<file path="config.mk">
export PLATFORM = sky130hd
export DESIGN_NAME = quad_step_decoder
export DESIGN_NICKNAME = d
export VERILOG_FILES = /design/src/rtl/quad_step_decoder.sv
export SDC_FILE = /design/constraint.sdc
export NUM_CORES = 1
export LEC_CHECK = 0
export BUFFER_PORTS_ARGS = -buffer_cell sky130_fd_sc_hd__buf_4
export CAP_MARGIN = 20
export CORE_MARGIN = 10
export CORE_UTILIZATION = 50
export DETAILED_ROUTE_END_ITERATION = 16
export GPL_TIMING_DRIVEN = 0
export PLACE_DENSITY = 0.72
export SYNTH_ARGS = -nofsm -noshare
export SYNTH_HDL_FRONTEND = slang
export SYNTH_SLANG_ARGS = --single-unit
</file>
<file path="constraint.sdc">
create_clock -name clk -period 1.3 [get_ports clk]
set_input_delay 0.065 -clock clk [delete_from_list [all_inputs] [get_ports clk]]
set_output_delay 0.065 -clock clk [all_outputs]
set_load 0.1 [all_outputs]
</file>
<file path="src/rtl/quad_step_decoder.sv">
`timescale 1ns/1ps
// -----------------------------------------------------------------------------
// quad_step_decoder
//
// Front end of the up/down counter. The raw quadrature channels A and B are
// brought into the clk domain through a flop chain. Each channel is then
// deglitched by a persistence filter. Gray-code transitions of the filtered
// pair are decoded into a one-cycle step pulse and a direction level.
//
// Up sequence of {A,B}: 00 -> 01 -> 11 -> 10 -> 00. The reverse order counts
// down. If both bits change in one decode cycle, the direction cannot be
// known. No step is issued in that case, and the sticky err flag is raised.
//
// After reset release, a short INIT phase lets the synchroniser and filters
// load the current input level without decoding. This means a shaft parked
// at a non-00 position at power-up gives neither a step nor an error.
//
// Parameters
//   SYNC_STAGES  flops per channel in the synchroniser (>= 2)
//   FILT_LEN     cycles a synced level must differ before it is accepted (>= 1)
//   FILT_W       width of the per-channel filter counter, 2**FILT_W > FILT_LEN
//
// Ports
//   clk       rising-edge clock
//   rst       asynchronous active-low reset
//   a_in      raw channel A, asynchronous to clk
//   b_in      raw channel B, asynchronous to clk
//   clr_err   synchronous clear of err (a simultaneous new error wins)
//   step      one-cycle pulse per valid quadrature transition
//   dir       direction of the last valid transition, 1 = up, 0 = down
//   err       sticky illegal-transition flag
//   ab_state  filtered {A,B}
// -----------------------------------------------------------------------------
module quad_step_decoder #(
  parameter int SYNC_STAGES = 2,
  parameter int FILT_LEN    = 3,
  parameter int FILT_W      = 4
) (
  input  logic       clk,
  input  logic       rst,
  input  logic       a_in,
  input  logic       b_in,
  input  logic       clr_err,
  output logic       step,
  output logic       dir,
  output logic       err,
  output logic [1:0] ab_state
);

  // INIT covers the time for a level to pass through the synchroniser and
  // the filter path. When INIT ends, prev and filtered already agree.
  localparam int INIT_LEN = SYNC_STAGES + FILT_LEN;
  localparam int INIT_W   = $clog2(INIT_LEN + 1);

  localparam logic [INIT_W-1:0] INIT_LAST = INIT_W'(INIT_LEN - 1);
  localparam logic [FILT_W-1:0] FILT_LAST = FILT_W'(FILT_LEN - 1);

  typedef enum logic {
    ST_INIT,
    ST_RUN
  } state_t;

  state_t            state;
  state_t            state_d;
  logic [INIT_W-1:0] init_cnt;
  logic [INIT_W-1:0] init_cnt_d;

  // Bit 1 is channel A and bit 0 is channel B, so every vector reads as {A,B}.
  logic [1:0] raw;
  logic [1:0] synced;
  logic [1:0] filtered;
  logic [1:0] prev;

  logic       step_d;
  logic       dir_d;
  logic       err_d;

  logic [1:0] cur_pos;
  logic [1:0] prev_pos;
  logic [1:0] pos_delta;

  assign raw = {a_in, b_in};

  // ---------------------------------------------------------------------------
  // Per-channel synchroniser and persistence filter
  // ---------------------------------------------------------------------------
  for (genvar ch = 0; ch < 2; ch++) begin : g_chan
    logic [SYNC_STAGES-1:0] sync_q;
    logic [FILT_W-1:0]      filt_cnt;
    logic                   filt_q;

    // NOTE: every flop here, including the synchroniser chain, is reset to 0.
    // A second reset then behaves exactly like power-up, and INIT reloads the
    // real input level afterwards.
    always_ff @(posedge clk or negedge rst) begin
      if (!rst) begin
        sync_q   <= '0;
        filt_cnt <= '0;
        filt_q   <= 1'b0;
      end else begin
        // NOTE: non-blocking assignments make each stage take the value its
        // neighbour held before this edge. That is what forms a real chain.
        sync_q <= {sync_q[SYNC_STAGES-2:0], raw[ch]};

        if (state == ST_INIT) begin
          // Bypass the filter so the power-up level is taken directly.
          filt_q   <= sync_q[SYNC_STAGES-1];
          filt_cnt <= '0;
        end else if (sync_q[SYNC_STAGES-1] == filt_q) begin
          // Any return to the accepted level restarts the count. Pulses
          // shorter than FILT_LEN cycles therefore never get through.
          filt_cnt <= '0;
        end else if (filt_cnt == FILT_LAST) begin
          filt_q   <= sync_q[SYNC_STAGES-1];
          filt_cnt <= '0;
        end else begin
          filt_cnt <= filt_cnt + FILT_W'(1);
        end
      end
    end

    assign synced[ch]   = sync_q[SYNC_STAGES-1];
    assign filtered[ch] = filt_q;
  end : g_chan

  assign ab_state = filtered;

  // ---------------------------------------------------------------------------
  // Gray-code decode
  // ---------------------------------------------------------------------------
  // Map each Gray code to its position in the up sequence. The difference
  // between positions, taken modulo 4, then classifies the move:
  // 1 = up, 3 = down, 2 = both bits changed, 0 = no change.
  function automatic logic [1:0] gray_pos(input logic [1:0] g);
    return {g[1], g[1] ^ g[0]};
  endfunction

  assign cur_pos   = gray_pos(filtered);
  assign prev_pos  = gray_pos(prev);
  assign pos_delta = cur_pos - prev_pos;

  // ---------------------------------------------------------------------------
  // FSM: next state and registered outputs
  // ---------------------------------------------------------------------------
  always_comb begin
    // NOTE: every signal gets a default before any branch. A path that does
    // not assign a signal then holds it through the defaults rather than
    // through an inferred latch.
    state_d    = state;
    init_cnt_d = init_cnt;
    step_d     = 1'b0;
    dir_d      = dir;
    err_d      = err;

    unique case (state)
      ST_INIT: begin
        init_cnt_d = init_cnt + INIT_W'(1);
        if (init_cnt == INIT_LAST) begin
          state_d    = ST_RUN;
          init_cnt_d = '0;
        end
      end

      ST_RUN: begin
        // The clear is applied first so that a new error on the same cycle
        // overrides it.
        if (clr_err) begin
          err_d = 1'b0;
        end
        unique case (pos_delta)
          2'd1: begin
            step_d = 1'b1;
            dir_d  = 1'b1;
          end
          2'd3: begin
            step_d = 1'b1;
            dir_d  = 1'b0;
          end
          2'd2: begin
            err_d = 1'b1;
          end
          default: begin
          end
        endcase
      end

      default: begin
        state_d = ST_INIT;
      end
    endcase
  end

  always_ff @(posedge clk or negedge rst) begin
    if (!rst) begin
      state    <= ST_INIT;
      init_cnt <= '0;
      prev     <= 2'b00;
      step     <= 1'b0;
      dir      <= 1'b0;
      err      <= 1'b0;
    end else begin
      state    <= state_d;
      init_cnt <= init_cnt_d;
      // prev follows filtered in both states, so the first RUN decode
      // compares two equal values when the input is steady.
      prev     <= filtered;
      step     <= step_d;
      dir      <= dir_d;
      err      <= err_d;
    end
  end

  // The synced pair is consumed only through the filters. It is exposed as a
  // vector here so the two channels are easy to probe together.
  logic unused_synced;
  assign unused_synced = ^synced;

endmodule : quad_step_decoder

</file>
==> impl_results.md <==
* Synth Warn # at 0
* Initial antenna violation count at 0
* Port Buf Inserts at 9
* Largest net degree at the start of global routing at 24
* Hold Vio Cnt, Final at 0
* Number of synthesized register bits at 23
* DR WL/cell at 14.24 µm
* Hold WC Path Type: in2reg
* Setup violators final at 3
* Fin. max-slew vios at 0
* Post-Route WL at 1851 µm
* CTS tree: done
* Register area share after synthesis at 58.60%
* Unique cell type count in the Yosys netlist at 18
* Grt ovf at 0
* Failing checks: setup timing
* Mapped Cells at 81
* Tmin final at 1412 ps
* R2r startpoint: g_chan[1].filt_q
* Die H at 64.32 µm
* Via-per-instance ratio at 4.892
* Slew @ Worst Pin at 369.6 ps
* Max-slew headroom at 75.32%
* Vias in the first global route at 631
* Min-delay src: clr_err
* CTS clk-pin slew, worst paths at 120 ps
* Detailed Routing Iterations Pass 1 at 2
* Hpwl dp at 1169 µm
* CTS Buffer Depth at 2
* Global-route wire length before repair at 2801 µm
* CP Data Required Time at 1510 ps
* Top Ports at 10
* Critical path startpoint category: flip-flop
* WS Path Type: reg2reg
* Fraction of layout cells with a size suffix above 1 at 37.14%
* Syn Std Cell Area at 982.2 µm²
* Starting Density at 54.51%
* Fill cells at 125
* Inst Count DP at 115
* Maximum clock frequency at 0.7084 GHz
* Via count at 636
* Worst setup path startpoint: g_chan[1].filt_q
* Outcome: finished, violations left
* CP endpoint kind: flip-flop
* Max-cap violations at 0
* Worst Path Max Fanout at 3
* Mean Syn Cell Area at 12.13 µm²
* Die area at 4137 µm²
* Final WS setup at -111.7 ps
* Syn-to-layout area delta at 31.72%
* Die Width at 64.32 µm
* RSZ-0062 raised after global routing: yes
* Detailed Route Iter0 Violations at 5
* Clock net sink count at 23
* Post-layout nets at 118
* Drt drc at 0
* Register area at 576.8 µm²
* Clk_skew at 8.258 ps
* Row count at 15
* Fin cells at 130
* Multi-input logic area at 439.2 µm²
* Final period utilization at 108.6%
* Clock latency on the worst-skew pair at 310 ps
* WP data arrival at 1620 ps
* Clk root buf: clkbuf_4
* CTS Buf Count at 3
* H-tree levels at 1
* Placer Congestion at 0.6593
* CORE AREA at 1802 µm²
* Gr usage total at 8.563%
* Antenna Cells at 0
* Synthesized Nets at 93
* Routed Antenna Nets at 0
-- sequential cells by signal (all words and copies together), names as in the netlist --
register and count:
g_chan.sync_q 4, g_chan.filt_q 2, dir 1, prev 2
init_cnt 3, err 1, g_chan.filt_cnt 8, step 1
state 1
-- synthesized netlist by cell type --
| master | number | share of area (%) |
|---|---|---|
| a21o_1 | 1 | 0.76 |
| xnor2_1 | 5 | 4.5 |
| ha_1 | 7 | 8.9 |
| mux2_2 | 2 | 2.3 |
| buf_4 | 2 | 1.5 |
| inv_1 | 7 | 2.7 |
| o21ai_0 | 3 | 1.5 |
| dfrtp_1 | 23 | 59 |
| a32o_1 | 1 | 1.0 |
| buf_2 | 1 | 0.51 |
| and2b_1 | 1 | 0.76 |
| nor2_1 | 11 | 4.2 |
| nand3_1 | 2 | 1.0 |
| xor2_1 | 5 | 4.5 |
| o311ai_2 | 2 | 3.3 |
| o31ai_1 | 2 | 1.5 |
| a21oi_1 | 1 | 0.51 |
| nand2_1 | 5 | 1.9 |
-- layout by cell type (no fill, tap or decap), drive strengths merged --
| cell | count |
|---|---|
| clkbuf | 4 |
| a32o | 1 |
| buf | 20 |
| mux2 | 2 |
| o311ai | 2 |
| o31ai | 2 |
| o21ai | 3 |
| a21oi | 1 |
| xnor2 | 5 |
| and2b | 1 |
| nor2 | 11 |
| inv | 7 |
| xor2 | 5 |
| dfrtp | 23 |
| a21o | 1 |
| ha | 7 |
| nand2 | 5 |
| dlygate4sd3 | 3 |
| nand3 | 2 |
-- worst max-delay path, cell delays in order (launching register included) --
cell and delay [ps]:
dfrtp_2 450, xnor2_2 130, ha_2 330, and2b_1 230
nor2_2 130, a21oi_2 50
-- routing by layer --
layer,share of wire (%),track usage [%]
met5,0,0
met2,53,14.41
met3,6.3,3.310
met4,2.8,5.615
met1,38,8.621
-- metrics by stage --
| step | area [µm²] | TNS [ps] | setup WS [ps] | hold WS, ps | util (%) |
|---|---|---|---|---|---|
| 2_1_floorplan | 992.2 | -99.77 | -66.47 | -230.6 | - |
| 3_3_place_gp | 1091 | -297.3 | -129.2 | -30.65 | 60.56 |
| 3_5_place_dp | 1091 | -453.1 | -146.8 | -27.71 | 60.56 |
| 4_1_cts | 1212 | -180.6 | -86.27 | 67.77 | 67.29 |
| 5_1_grt | 1294 | -503.7 | -152.2 | 87.77 | 71.81 |
| 6_report | 1294 | -245.2 | -111.7 | 83.95 | 71.81 |
-- what timing repair did --
item,in CTS,in global routing
endpoints found under the hold margin,25,0
buffers inserted,5,3
pin swaps,1,4
endpoints found under the setup margin,5,12
gates resized for setup,7,12
hold buffers,3,0
-- kinds of logic after synthesis --
family                   share of synthesized area, %
AO/OA/AOI/OAI                                   8.661
XOR/XNOR                                        8.917
adder cells (fa/ha/maj)                         8.917
buffers and inverters                           4.713
flip-flops                                      58.60
multiplexers                                    2.293
AND/OR/NAND/NOR                                 7.899
-- path summary, 6_finish.rpt --
kind	end	slack [ps]	depth (start not counted)
worst max-delay path	dir	-110	5
worst min-delay path	err	80	3
worst min register to register	g_chan[0].sync_q[1]	360	0
max in group asynchronous	g_chan[1].filt_q	910	2
worst max register to register	dir	-110	5
min in group asynchronous	init_cnt[2]	160	2
-- area by class of cell --
type	instances	share of cell area [%]
buffer	3	1.547
inverter	7	2.031
clock buffer	4	2.031
tap	25	2.418
multi-input combinational	48	33.95
sequential	23	44.58
timing repair buffer	20	13.44
Power is not shown: default switching activity piles up to over one toggle a cycle in this logic, so the estimate is an artifact.
